`src/rtl/traffic_phase_scheduler.sv`:
```
// ----------------------------------------------------------------------------
// traffic_phase_scheduler
//
// Round-robin phase scheduler for an N-approach signalised intersection.
// Exactly one approach owns the phase at a time. Every handover runs
// GREEN -> YELLOW -> ALL-RED, with each phase length measured by a cycle timer.
//
// Ports:
//   clock        system clock, all state changes on the rising edge
//   clear_n      asynchronous active-low reset
//   req          level vehicle-present request, bit i = approach i
//   lights       2-bit light code per approach, bits [2i+1:2i] = approach i
//                (RED=0, YELLOW=1, GREEN=2; 3 is never driven)
//   phase_id     index of the approach owning the phase (GREEN or YELLOW)
//   phase_valid  high while some approach is GREEN or YELLOW
// ----------------------------------------------------------------------------
module traffic_phase_scheduler #(
  parameter int N_APPR    = 4,
  parameter int MIN_GREEN = 4,
  parameter int MAX_GREEN = 10,
  parameter int YELLOW_T  = 3,
  parameter int ALLRED_T  = 2,
  parameter int CNT_W     = 8
) (
  input  logic                clock,
  input  logic                clear_n,
  input  logic [N_APPR-1:0]   req,
  output logic [2*N_APPR-1:0] lights,
  output logic [2:0]          phase_id,
  output logic                phase_valid
);

  typedef enum logic [1:0] {
    S_IDLE,
    S_GREEN,
    S_YELLOW,
    S_ALLRED
  } state_t;

  localparam logic [1:0] L_RED    = 2'd0;
  localparam logic [1:0] L_YELLOW = 2'd1;
  localparam logic [1:0] L_GREEN  = 2'd2;

  // Timer values seen on the last cycle of each timed phase. The timer counts
  // cycles already spent in the state, so "timer+1 >= T" becomes "timer >= T-1".
  localparam logic [CNT_W-1:0] C_MIN_LAST = CNT_W'(MIN_GREEN - 1);
  localparam logic [CNT_W-1:0] C_MAX_LAST = CNT_W'(MAX_GREEN - 1);
  localparam logic [CNT_W-1:0] C_MAX_SAT  = CNT_W'(MAX_GREEN);
  localparam logic [CNT_W-1:0] C_YEL_LAST = CNT_W'(YELLOW_T - 1);
  localparam logic [CNT_W-1:0] C_AR_LAST  = CNT_W'(ALLRED_T - 1);

  state_t               r_state;
  logic [CNT_W-1:0]     r_timer;
  logic [2:0]           r_last_grant;
  logic [2*N_APPR-1:0]  r_lights;
  logic [2:0]           r_phase_id;
  logic                 r_phase_valid;

  logic [2:0] w_winner;
  logic       w_found;
  logic       w_own_req;
  logic       w_others_req;
  logic       w_green_done;

  // Light vector with a single approach driven to 'code' and all others RED.
  function automatic logic [2*N_APPR-1:0] lamp(input logic [2:0] idx,
                                               input logic [1:0] code);
    logic [2*N_APPR-1:0] v;
    v = '0;
    for (int i = 0; i < N_APPR; i++) begin
      if (i == int'(idx)) v[2*i +: 2] = code;
    end
    return v;
  endfunction

  // NOTE: every signal written here gets a default first, so no path leaves a
  // value unassigned and no latch is inferred.
  always_comb begin
    w_winner     = '0;
    w_found      = 1'b0;
    w_own_req    = 1'b0;
    w_others_req = 1'b0;
    // Round-robin: scan from the approach after the last grant, wrapping;
    // the last grantee itself is reached last, so it wins only when alone.
    for (int k = 1; k <= N_APPR; k++) begin
      for (int i = 0; i < N_APPR; i++) begin
        if (!w_found && req[i] && (i == (int'(r_last_grant) + k) % N_APPR)) begin
          w_found  = 1'b1;
          w_winner = 3'(i);
        end
      end
    end
    for (int i = 0; i < N_APPR; i++) begin
      if (i == int'(r_phase_id)) w_own_req    = req[i];
      else                       w_others_req = w_others_req | req[i];
    end
    // An uncontested green never ends; a contested one ends after MIN_GREEN
    // once its own request drops, or unconditionally after MAX_GREEN.
    w_green_done = w_others_req &&
                   (((r_timer >= C_MIN_LAST) && !w_own_req) || (r_timer >= C_MAX_LAST));
  end

  // NOTE: sequential state uses non-blocking assignments so every register
  // samples pre-edge values regardless of statement order.
  always_ff @(posedge clock or negedge clear_n) begin
    if (!clear_n) begin
      r_state       <= S_IDLE;
      r_timer       <= '0;
      r_last_grant  <= 3'(N_APPR - 1);
      r_lights      <= '0;
      r_phase_id    <= '0;
      r_phase_valid <= 1'b0;
    end else begin
      case (r_state)
        S_IDLE: begin
          if (w_found) begin
            r_state       <= S_GREEN;
            r_timer       <= '0;
            r_last_grant  <= w_winner;
            r_phase_id    <= w_winner;
            r_phase_valid <= 1'b1;
            r_lights      <= lamp(w_winner, L_GREEN);
          end
        end

        S_GREEN: begin
          if (w_green_done) begin
            r_state  <= S_YELLOW;
            r_timer  <= '0;
            r_lights <= lamp(r_phase_id, L_YELLOW);
          end else if (r_timer < C_MAX_SAT) begin
            r_timer <= r_timer + CNT_W'(1);
          end
        end

        S_YELLOW: begin
          if (r_timer >= C_YEL_LAST) begin
            r_state       <= S_ALLRED;
            r_timer       <= '0;
            r_lights      <= '0;
            r_phase_valid <= 1'b0;
          end else begin
            r_timer <= r_timer + CNT_W'(1);
          end
        end

        S_ALLRED: begin
          if (r_timer >= C_AR_LAST) begin
            r_timer <= '0;
            if (w_found) begin
              r_state       <= S_GREEN;
              r_last_grant  <= w_winner;
              r_phase_id    <= w_winner;
              r_phase_valid <= 1'b1;
              r_lights      <= lamp(w_winner, L_GREEN);
            end else begin
              r_state <= S_IDLE;
            end
          end else begin
            r_timer <= r_timer + CNT_W'(1);
          end
        end

        default: begin
          r_state       <= S_IDLE;
          r_timer       <= '0;
          r_lights      <= '0;
          r_phase_valid <= 1'b0;
        end
      endcase
    end
  end

  assign lights      = r_lights;
  assign phase_id    = r_phase_id;
  assign phase_valid = r_phase_valid;

endmodule

```
`config.mk`:
```
export PLATFORM = sky130hd
export DESIGN_NAME = traffic_phase_scheduler
export DESIGN_NICKNAME = d
export VERILOG_FILES = /design/src/rtl/traffic_phase_scheduler.sv
export SDC_FILE = /design/constraint.sdc
export NUM_CORES = 1
export LEC_CHECK = 0
export ABC_AREA = 0
export CORE_MARGIN = 5
export CORE_UTILIZATION = 45
export DETAILED_ROUTE_END_ITERATION = 6
export PLACE_DENSITY_LB_ADDON = 0.1
export SYNTH_ARGS = -nofsm -noshare
export SYNTH_HDL_FRONTEND = slang
export SYNTH_SLANG_ARGS = --single-unit
```
`constraint.sdc`:
```
create_clock -name clock -period 4.8 [get_ports clock]
set_input_delay 0.96 -clock clock [delete_from_list [all_inputs] [get_ports clock]]
set_output_delay 0.96 -clock clock [all_outputs]
set_load 0.01 [all_outputs]
```
# == After elaboration in Yosys (flattened, before gate mapping) ==
# Cells that the tools add are included.
# totals
register_bits,25
out_inout_bits,12
wordCells,191
# classes
add_sub_neg,5
n_lt_le_gt_ge,5
eq_ne,26
mux,74
bitwise_logic,7
n_reduce_logical,68
# op_table
cell,count
logical NOT 32 bit,4
two-way mux 8 bit,9
case mux 8 bit (4 select lines),2
two-way mux 3 bit,17
equality test 3 bit (first input constant),12
logical AND 1 bit,33
two-way mux 1 bit,33
equality test 2 x 3 -> 1 bit (first input constant),6
two-way mux 2 bit,9
greater-or-equal comparator 8 x 2 -> 1 bit (second input constant),2
logical NOT 1 bit,16
case mux 3 bit (2 select lines),2
adder 8 x 1 -> 8 bit (second input constant),1
greater-or-equal comparator 8 x 1 -> 1 bit (second input constant),1
greater-or-equal comparator 8 x 4 -> 1 bit (second input constant),1
less-than comparator 8 x 4 -> 1 bit (second input constant),1
!= test 2 bit (second input constant),4
case mux 2 bit (4 select lines),1
OR reduction 2 bit,4
logical NOT 3 bit,2
AND reduction 3 bit,2
adder 2 x 1 -> 2 bit (second input constant),2
adder 2 bit (second input constant),2
bitwise AND 1 bit (first input constant),4
other kinds (11),15

# == Longest topological paths before layout ==
# Gate-level depths: netlist (run 1).
# depth
depth_word,71
ltp_mapped,8
ltp_nobuf,8

# == Worst setup path before layout (run 1) ==
# No wires, ideal clock.
# synth_path
path_kind,input-to-reg
start,input port req[0]
end,"register r_lights[0], in the netlist lights[0]"
t_arrival_ns,2.386
slack_ns,2.289
cell_stages,5
cell_sequence,or4_1 > a31oi_1 > nor3_4 > o31ai_4 > mux2_2
# synth_between
elab_chain_cells,65
elab_cells_between_ends,82
# synth_lines
element,line,source
"start, declared",27,"input logic [N_APPR-1:0] req,"
logical AND 1 bit,87,if (!w_found && req[i] && (i == (int'(r_last_grant) + k) % N_APPR)) begin
two-way mux 1 bit,87,
logical NOT 1 bit,87,
logical AND 1 bit (2 in series),87,
two-way mux 1 bit,87,
logical NOT 1 bit,87,
logical AND 1 bit (2 in series),87,
two-way mux 1 bit,87,
(+44 left out),-,
logical NOT 1 bit,87,
logical AND 1 bit (2 in series),87,
two-way mux 1 bit,87,
logical NOT 1 bit,87,
logical AND 1 bit (2 in series),87,
two-way mux 1 bit,87,
two-way mux 8 bit (2 in series),-,
case mux 8 bit (4 select lines),-,
"end signal, assigned",122,"r_lights <= lamp(w_winner, L_GREEN);"
"end signal, assigned",130,"r_lights <= lamp(r_phase_id, L_YELLOW);"
"end signal, assigned",155,"r_lights <= lamp(w_winner, L_GREEN);"
"end, declared",55,logic [2*N_APPR-1:0] r_lights;
# Several ways; a longest one is shown, not always the timed one. The select of a mux whose other input is x is not followed.
# A chain may end at the register's enable or synchronous reset.

# == Final worst setup path (run 1) ==
# layout_path
start,input port req[1]
end,"register r_lights[4], in the netlist lights[4]"
# layout_between
elab_chain_cells,62
elab_cells_between_ends,77
# layout_lines
element,line
logical AND 1 bit (2 in series),87
two-way mux 1 bit,87
logical NOT 1 bit,87
logical AND 1 bit (2 in series),87
two-way mux 1 bit,87
logical NOT 1 bit,87
logical AND 1 bit (2 in series),87
two-way mux 1 bit,87
(+40 left out),-
logical NOT 1 bit,87
logical AND 1 bit (2 in series),87
two-way mux 1 bit,87
logical NOT 1 bit,87
logical AND 1 bit (2 in series),87
two-way mux 1 bit,87
two-way mux 8 bit (2 in series),-
case mux 8 bit (4 select lines),-
# Several ways; a longest one is shown, not always the timed one. The select of a mux whose other input is x is not followed.

==> summary by stage, run 1 <==
Run status
The run finished with clean final reports.

Layout
Measured on the finished design, the core utilization comes to 0.548. The number of antenna diodes is 0. The final layout contains 173 nets. Relative to the synthesized area, the layout overhead comes to 15.2%. The number of standard cells in the final layout excluding fillers is 202.

The ratio of cells with drive above 1 in the final layout is 0.177.

Floorplanning
The initial core utilization is 0.475. Measured along the x axis, the die boundary spans 67.0 µm. The number of standard-cell rows in the floorplan is 20. Measured along the y axis, the die boundary spans 67.0 µm. The standard cell core area is 3080 µm². The top-level port count is 18.

The die outline area is 4490 µm².

Synthesis
The synthesized area per cell is 10.3 µm². The distinct cell type count of the synthesized netlist is 46. Yosys mapped a number of flops with a built-in enable equal to 0. Counting every instance in the synthesized netlist gives 142. The summed instance area of the synthesized netlist is 1460 µm². The sequential element share of the synthesized area is 0.395. The total nets after synthesis is 156. The synthesized design contains 23 register bits.

During synthesis, Yosys emitted a total of 0 warnings. In the synthesized netlist the async set-or-reset flop fraction comes to 1.00. The main flop type after synthesis is dfrtp_1.

STA
Setup repair after global routing left no endpoint under its margin. The number of slew-limit violations in the final report is 0. In the finished design, the share of the clock period the worst path needs comes to 0.597. The worst max-slew margin expressed relative to the limit is 0.319. The worst path needs 2860 ps of the cycle, external delays included.

The peak clock frequency supported by timing is 349 MHz. Setup violations remaining at the end of the flow were counted as 0. The worst clock skew is 2.77 ps. For the pin with the worst max-slew slack, the measured transition is 1020 ps. The number of hold-slack violations in the final timing report came to 0.

The setup TNS is 0 ps.

Clock network
The clock net in this run drives a total of 23 sinks. Post-CTS repair changed the size of 0 cells. The count of hold buffers inserted by post-cts repair is 0. The setup fix buffers added after clock tree synthesis is 0. The cell at the root of the clock tree is clkbuf_4. After clock tree synthesis, the clock-pin slew on the worst setup and hold paths is 120 ps.

The number of levels the H-tree was split into is 1. The clock reaches the later pin of the worst-skew pair after 310 ps. The TritonCTS clock tree is done. Clock tree synthesis inserted a total of 3 buffers.

No sink is reached through more buffers than the 2 on the longest clock path.

Route
The first routing iteration left 27 violations. Dividing the detail-routed via count by the number of cells gives 5.56. The post-detailed-route DRC marker count is 0.

The detailed-route wire length is 2910 µm. In the final routed layout, each cell accounts on average for 14.4 µm. The number of nets with antenna violations after routing is 0. The detailed-route via count is 1124. Before antenna repair, the detailed router went through 4 iterations.

Critical path
The peak per-stage delay on the critical path is 580 ps. Traced cell by cell, the critical path runs through clkdlybuf4s50_1 -> or4_1 -> a31oi_1 -> nor3_4 -> o31ai_4 -> mux2_2. The timing startpoint of the critical path is req[1].

The cell with the biggest individual delay on the critical path is or4_1. The worst endpoint required time is 5010 ps. STA classifies the critical path endpoint as a register. The data arrival at the endpoint of the critical path is 3070 ps.

The worst flop-to-flop path startpoint is r_timer[4]. STA classifies the critical path startpoint as an input pin. The number of buffers and inverters on the critical path is 1. The family of cells with the greatest summed delay on the critical path is simple AND/OR/NAND/NOR gates. The highest net fanout along the worst path is 8. The worst setup path is of the in2reg kind.

GRT
The overflow left after global routing is 0. For this run, the total global-route usage over all layers was measured as 0.148. The initial antenna violation count is 0. The via count of the first global-routing pass came to 1123. The largest net degree at the start of global routing is 24. The global-route wire length before repair is 5060 µm.

Placed design
The HPWL after detailed placement is 2260 µm. The congestion estimate from routability-driven global placement came to 0.775. The number of placed instances with taps included is 198. Input and output buffers added on the ports amount to 16.

Job
The tool flagged a number of max-cap violations equal to 0.

Min path
The classification of the worst-slack hold path is reg2reg. The hold path startpoint is lights[7].

Pwr
Summed over all cells, the static leakage comes to 0.000730 µW. VDD sags by at most 0.000277 V. Dividing total power by cell area gives a power density of 604 nW/µm².
## report_power, final
part           switching (µW)  internal, µW
sequential               67.1           262
combinational             294           306
clock                    58.0          31.1
total                     419           599
## through the flow
stage | cell area (µm²) | worst slack [ps] | power, µW | hold WS [ps]
after floorplan | 1460 | 2290 | 770 | 486
after global placement | 1660 | 1680 | 923 | 490
after detailed placement | 1660 | 1620 | 943 | 493
after CTS | 1690 | 1960 | 1030 | 523
after global routing | 1690 | 1830 | 1110 | 543
final | 1690 | 1940 | 1020 | 520
## per-layer routing
layer  global-route usage  vias to the layer above  wire length [µm]
met2                0.242                       17              1370
met1                0.191                      549              1430
met4               0.0532                        0                19
met5                    0                        -                 0
met3               0.0287                        2                86
li1                     -                      556                 -
## cells in the mapped netlist (2+ instances only)
| library cell | count | area share |
|---|---|---|
| a21o_1 | 2 | 0.010 |
| a21oi_1 | 5 | 0.017 |
| a22o_1 | 2 | 0.012 |
| a31oi_1 | 2 | 0.0086 |
| and2_1 | 2 | 0.0086 |
| clkbuf_1 | 2 | 0.0051 |
| dfrtp_1 | 21 | 0.36 |
| dfstp_2 | 2 | 0.036 |
| ha_1 | 8 | 0.068 |
| inv_1 | 10 | 0.026 |
| mux2_2 | 14 | 0.11 |
| nand2_1 | 7 | 0.018 |
| nand2b_1 | 2 | 0.0086 |
| nand3_1 | 4 | 0.014 |
| nor2_1 | 9 | 0.023 |
| nor2b_1 | 2 | 0.0086 |
| nor3_1 | 4 | 0.014 |
| nor3b_1 | 6 | 0.031 |
| o21ai_0 | 5 | 0.017 |
| o21bai_1 | 2 | 0.010 |
| o221ai_1 | 3 | 0.018 |
| o31ai_1 | 3 | 0.015 |
| or3_1 | 2 | 0.0086 |
## cell type report
cell class | count | area, µm²
Timing Repair Buffer | 16 | 160
Tap cell | 44 | 55.1
Sequential cell | 23 | 578
Fill cell | 296 | 1390
Clock buffer | 3 | 22.5
Clock inverter | 1 | 5.00
Multi-Input combinational cell | 105 | 827
Inverter | 10 | 37.5
## path summary, 6_finish.rpt
kind / cells past startpoint / slack [ps] / endpoint
max: 6 / 1940 / lights[4]
min: 1 / 520 / lights[7]
max reg2reg: 5 / 2510 / r_timer[0]
min reg2reg: 1 / 520 / lights[7]
max in group asynchronous: 1 / 3000 / r_timer[1]
min in group asynchronous: 1 / 1190 / phase_id[1]
## flip-flops by register name (all words and copies together), names as in the netlist
signal	count
r_last_grant	2
r_timer	8
lights	8
phase_id	2
r_state	2
phase_valid	1
## cells by family (layout without fill, tap and decap cells)
kind of cell / count (synthesis) / count (layout) / synth area share
muxes: 15 / 15 / 0.115
buffers and inverters: 14 / 30 / 0.0394
and+or+nand+nor: 47 / 47 / 0.196
DFF: 23 / 23 / 0.395
adders and majority gates: 8 / 8 / 0.0684
AOI/OAI and AO/OA: 34 / 34 / 0.184
other: 1 / 1 / 0.00256
## layout by cell type (no fill, tap or decap), types with 2 or more instances in the layout
| master | instances |
|---|---|
| a21o_1 | 2 |
| a21oi_1 | 5 |
| a22o_1 | 2 |
| a31oi_1 | 2 |
| and2_1 | 2 |
| clkbuf_4 | 3 |
| clkdlybuf4s50_1 | 16 |
| dfrtp_1 | 21 |
| dfstp_2 | 2 |
| ha_1 | 8 |
| inv_1 | 10 |
| mux2_2 | 14 |
| nand2_1 | 7 |
| nand2b_1 | 2 |
| nand3_1 | 4 |
| nor2_1 | 9 |
| nor2b_1 | 2 |
| nor3_1 | 4 |
| nor3b_1 | 6 |
| o21ai_0 | 5 |
| o21bai_1 | 2 |
| o221ai_1 | 3 |
| o31ai_1 | 3 |
| or3_1 | 2 |
Power figures use the tool's default switching activity.
==> run 2, diff against run 1 <==
==> constraint.sdc (replaced) <==
create_clock -name clock -period 2.3 [get_ports clock]
set_input_delay 0.46 -clock clock [delete_from_list [all_inputs] [get_ports clock]]
set_output_delay 0.46 -clock clock [all_outputs]
set_load 0.01 [all_outputs]
==> run 2 against run 1 <==
Against the previous run:
- worst setup slack lost 1900 ps
- die area unchanged
- core utilization grew 5.7 points
- sequential cell count unchanged
- critical path type unchanged
- largest cell class unchanged
- largest power group unchanged
==> summary by stage, run 2 (synthesized netlist as in run 1, its figures left out) <==
Run status
The run finished with clean final reports.

Placed design
The HPWL after detailed placement is 2450 µm (+8.2%). The last weighted congestion value of the routability-driven placer came to 0.817 (+5.5%). The count of buffers inserted at the top-level ports came to 16 (unchanged).

Layout
The filler cell count in the final layout is 261 (-12%). The final core utilization is 0.604 (+0.0565). The signed area change from the synthesized netlist to the final layout is 27.1%. In the layout the commonest cells are dfrtp_1, buf_4, clkdlybuf4s50_1. The final layout net count is 189 (+9.2%).

Leaving out fill and tap cells, the most frequent cell in the layout is dfrtp_1. The number of antenna diodes is 0 (unchanged). The ratio of cells with drive above 1 in the final layout is 0.282 (+0.104).

Clock network
The maximum buffer depth of the clock tree came to 2 (unchanged). The setup fix buffers added after clock tree synthesis is 0 (unchanged). The clock-pin transition on the worst setup and hold timing paths is 120 ps (about the same). The number of levels the H-tree was split into came to 1 (unchanged).

The CTS buffer count is 3 (unchanged). TritonCTS built the clock tree. The TritonCTS sink count is 23 (unchanged). The tree is rooted in a clkbuf_4. The latest clock arrival within the worst-skew pair was 310 ps (about the same).

Critical path
The worst endpoint required time is 2510 ps (-2500 ps). The number of buffer and inverter instances along the worst setup path was 2 (+1). Grouping stages by cell kind, the critical path spends the most delay in buffers and inverters.

The data arrival at the endpoint of the critical path came to 2460 ps (-610 ps). The sort of element at the start of the critical path is an input pin. The peak per-stage delay on the critical path came to 470 ps (-110 ps). The highest net fanout along the worst path is 4 (-4). The cell with the biggest individual delay on the critical path is clkdlybuf4s50_1. The worst setup path is captured at a register. The kind of critical path is in2reg. The signal on the critical path passes through clkdlybuf4s50_1 -> mux2_2 -> mux2i_1 -> o32ai_4 -> nor3_4 -> buf_4 -> o2bb2ai_1 -> o21ba_2.

Route
The detailed-route via count is 1189 (+5.8%). The routed length per placed instance is 14.7 µm (+2.4%). The detailed-route wire length is 3220 µm (+11%). The number of nets with antenna violations after routing was 0 (unchanged).

The detailed-router iteration count before antenna repair is 4 (unchanged). The via density per instance was 5.45 (-2.0%). The first-iteration detailed-routing DRC count is 59 (+120%).

The post-detailed-route DRC marker count is 0 (unchanged).

Floorplanning
The top-level port count is 18 (unchanged). The horizontal die dimension was 67.0 µm (unchanged). The die height is 67.0 µm (unchanged).

The standard cell core area is 3080 µm² (unchanged). The die outline area came to 4490 µm² (unchanged). The number of standard-cell rows in the floorplan is 20 (unchanged). The initial core utilization is 0.475 (unchanged).

STA
The worst clock skew came to 1.55 ps (-1.22 ps). The number of slew-limit violations in the final report is 0 (unchanged). Setup repair after global routing left no endpoint under its margin. The transition time of the tightest slew-check pin is 820 ps (-198 ps).

The peak clock frequency supported by timing is 446 MHz. The clock period minus worst slack is 2240 ps. The worst max-slew margin expressed relative to the limit is 0.449 (+0.129). Dividing the final minimum period by the clock period gives 0.975. The final-layout worst hold slack came to 488 ps (-31.3 ps). The number of hold-slack violations in the final timing report is 0 (unchanged). The final-report setup violation count is 0 (unchanged).

Pwr
The fraction of power spent switching nets is 0.411 (-0.000938). The portion of total power attributed to combinational logic is 0.626 (+0.037). The net switching power was 941 µW (+120%). The standby leakage power came to 0.000822 µW (+13%). The sequential power share is 0.292 (-0.031). The peak ir drop on the vdd network came to 0.000662 V (+140%).

The cell-internal power is 1350 µW (+130%). The clock group share of total power is 0.082 (-0.005). The areal power density over the cells was 1230 nW/µm² (+100%).

GRT
The overall global routing resource usage was 0.161 (+0.0138). The initial antenna violation count is 0 (unchanged). The via count of the first global-routing pass is 1280 (+14%). The largest net degree at the start of global routing is 24 (unchanged). The overflow left after global routing came to 0 (unchanged). The global-route wire length before repair came to 5620 µm (+11%).

Min path
The worst hold path belongs to the class in2async.

Job
The max-capacitance violation count is 0 (unchanged).
-- run 2: layout make-up --
class	count	area, µm²	area share
well taps	44	55.1	0.0296
inverters	10	37.5	0.0202
flip-flops and latches	23	579	0.312
multi-input cells	105	878	0.472
repair buffers	32	283	0.152
clock buffers	4	26.3	0.0141
-- run 2: routing by layer --
metal / track usage / up-vias / part of all wire
met5: 0 / - / 0
met3: 0.0354 / 4 / 0.047
met1: 0.200 / 579 / 0.45
met2: 0.276 / 22 / 0.49
li1: - / 584 / -
met4: 0.0506 / 0 / 0.0096
-- run 2: per-stage QoR --
step	cells	cell area, µm²	setup TNS [ps]	worst slack, ps	total power, µW
2_1_floorplan	142	1460	0	158	1610
3_3_place_gp	214	1780	-4180	-314	2010
3_5_place_dp	214	1780	-4810	-355	2050
4_1_cts	218	1810	0	22.4	2250
5_1_grt	218	1860	0	1.10	2490
6_report	218	1860	0	57.2	2290
-- run 2: timing repair --
item | in CTS | in global routing
endpoints found under the setup margin | 8 | 13
pin swaps | 0 | 1
hold buffers | 0 | 0
resized for setup | 1 | 9
gates cloned | 0 | 0
-- run 2: worst reg2reg max path, cell delays in order, from the launching register on --
cell	delay (ps)
dfrtp_1	410
or4_4	580
or3_1	370
o32ai_4	160
nor3_4	90
o31ai_4	140
mux2_2	390
-- run 2: power by group through the flow --
| stage | registers, µW | logic (µW) | clock network (µW) |
|---|---|---|---|
| global route | 693 | 1570 | 218 |
| global placement | 667 | 1340 | 0 |
| floorplan | 665 | 941 | 0 |
| CTS | 668 | 1390 | 197 |
| detailed placement | 678 | 1380 | 0 |
| finish | 668 | 1430 | 188 |
-- run 2: worst paths after layout --
check                            from  cells after the start         endpoint  slack, ps
hold reg to reg             lights[7]                      1        lights[7]        520
hold / removal                clear_n                      2      phase_id[1]        490
setup reg to reg           r_timer[4]                      6        lights[0]         70
min in group clock          lights[7]                      1        lights[7]        520
setup / recovery               req[0]                      8       r_timer[3]         60
max in group asynchronous     clear_n                      2  r_last_grant[0]       1530
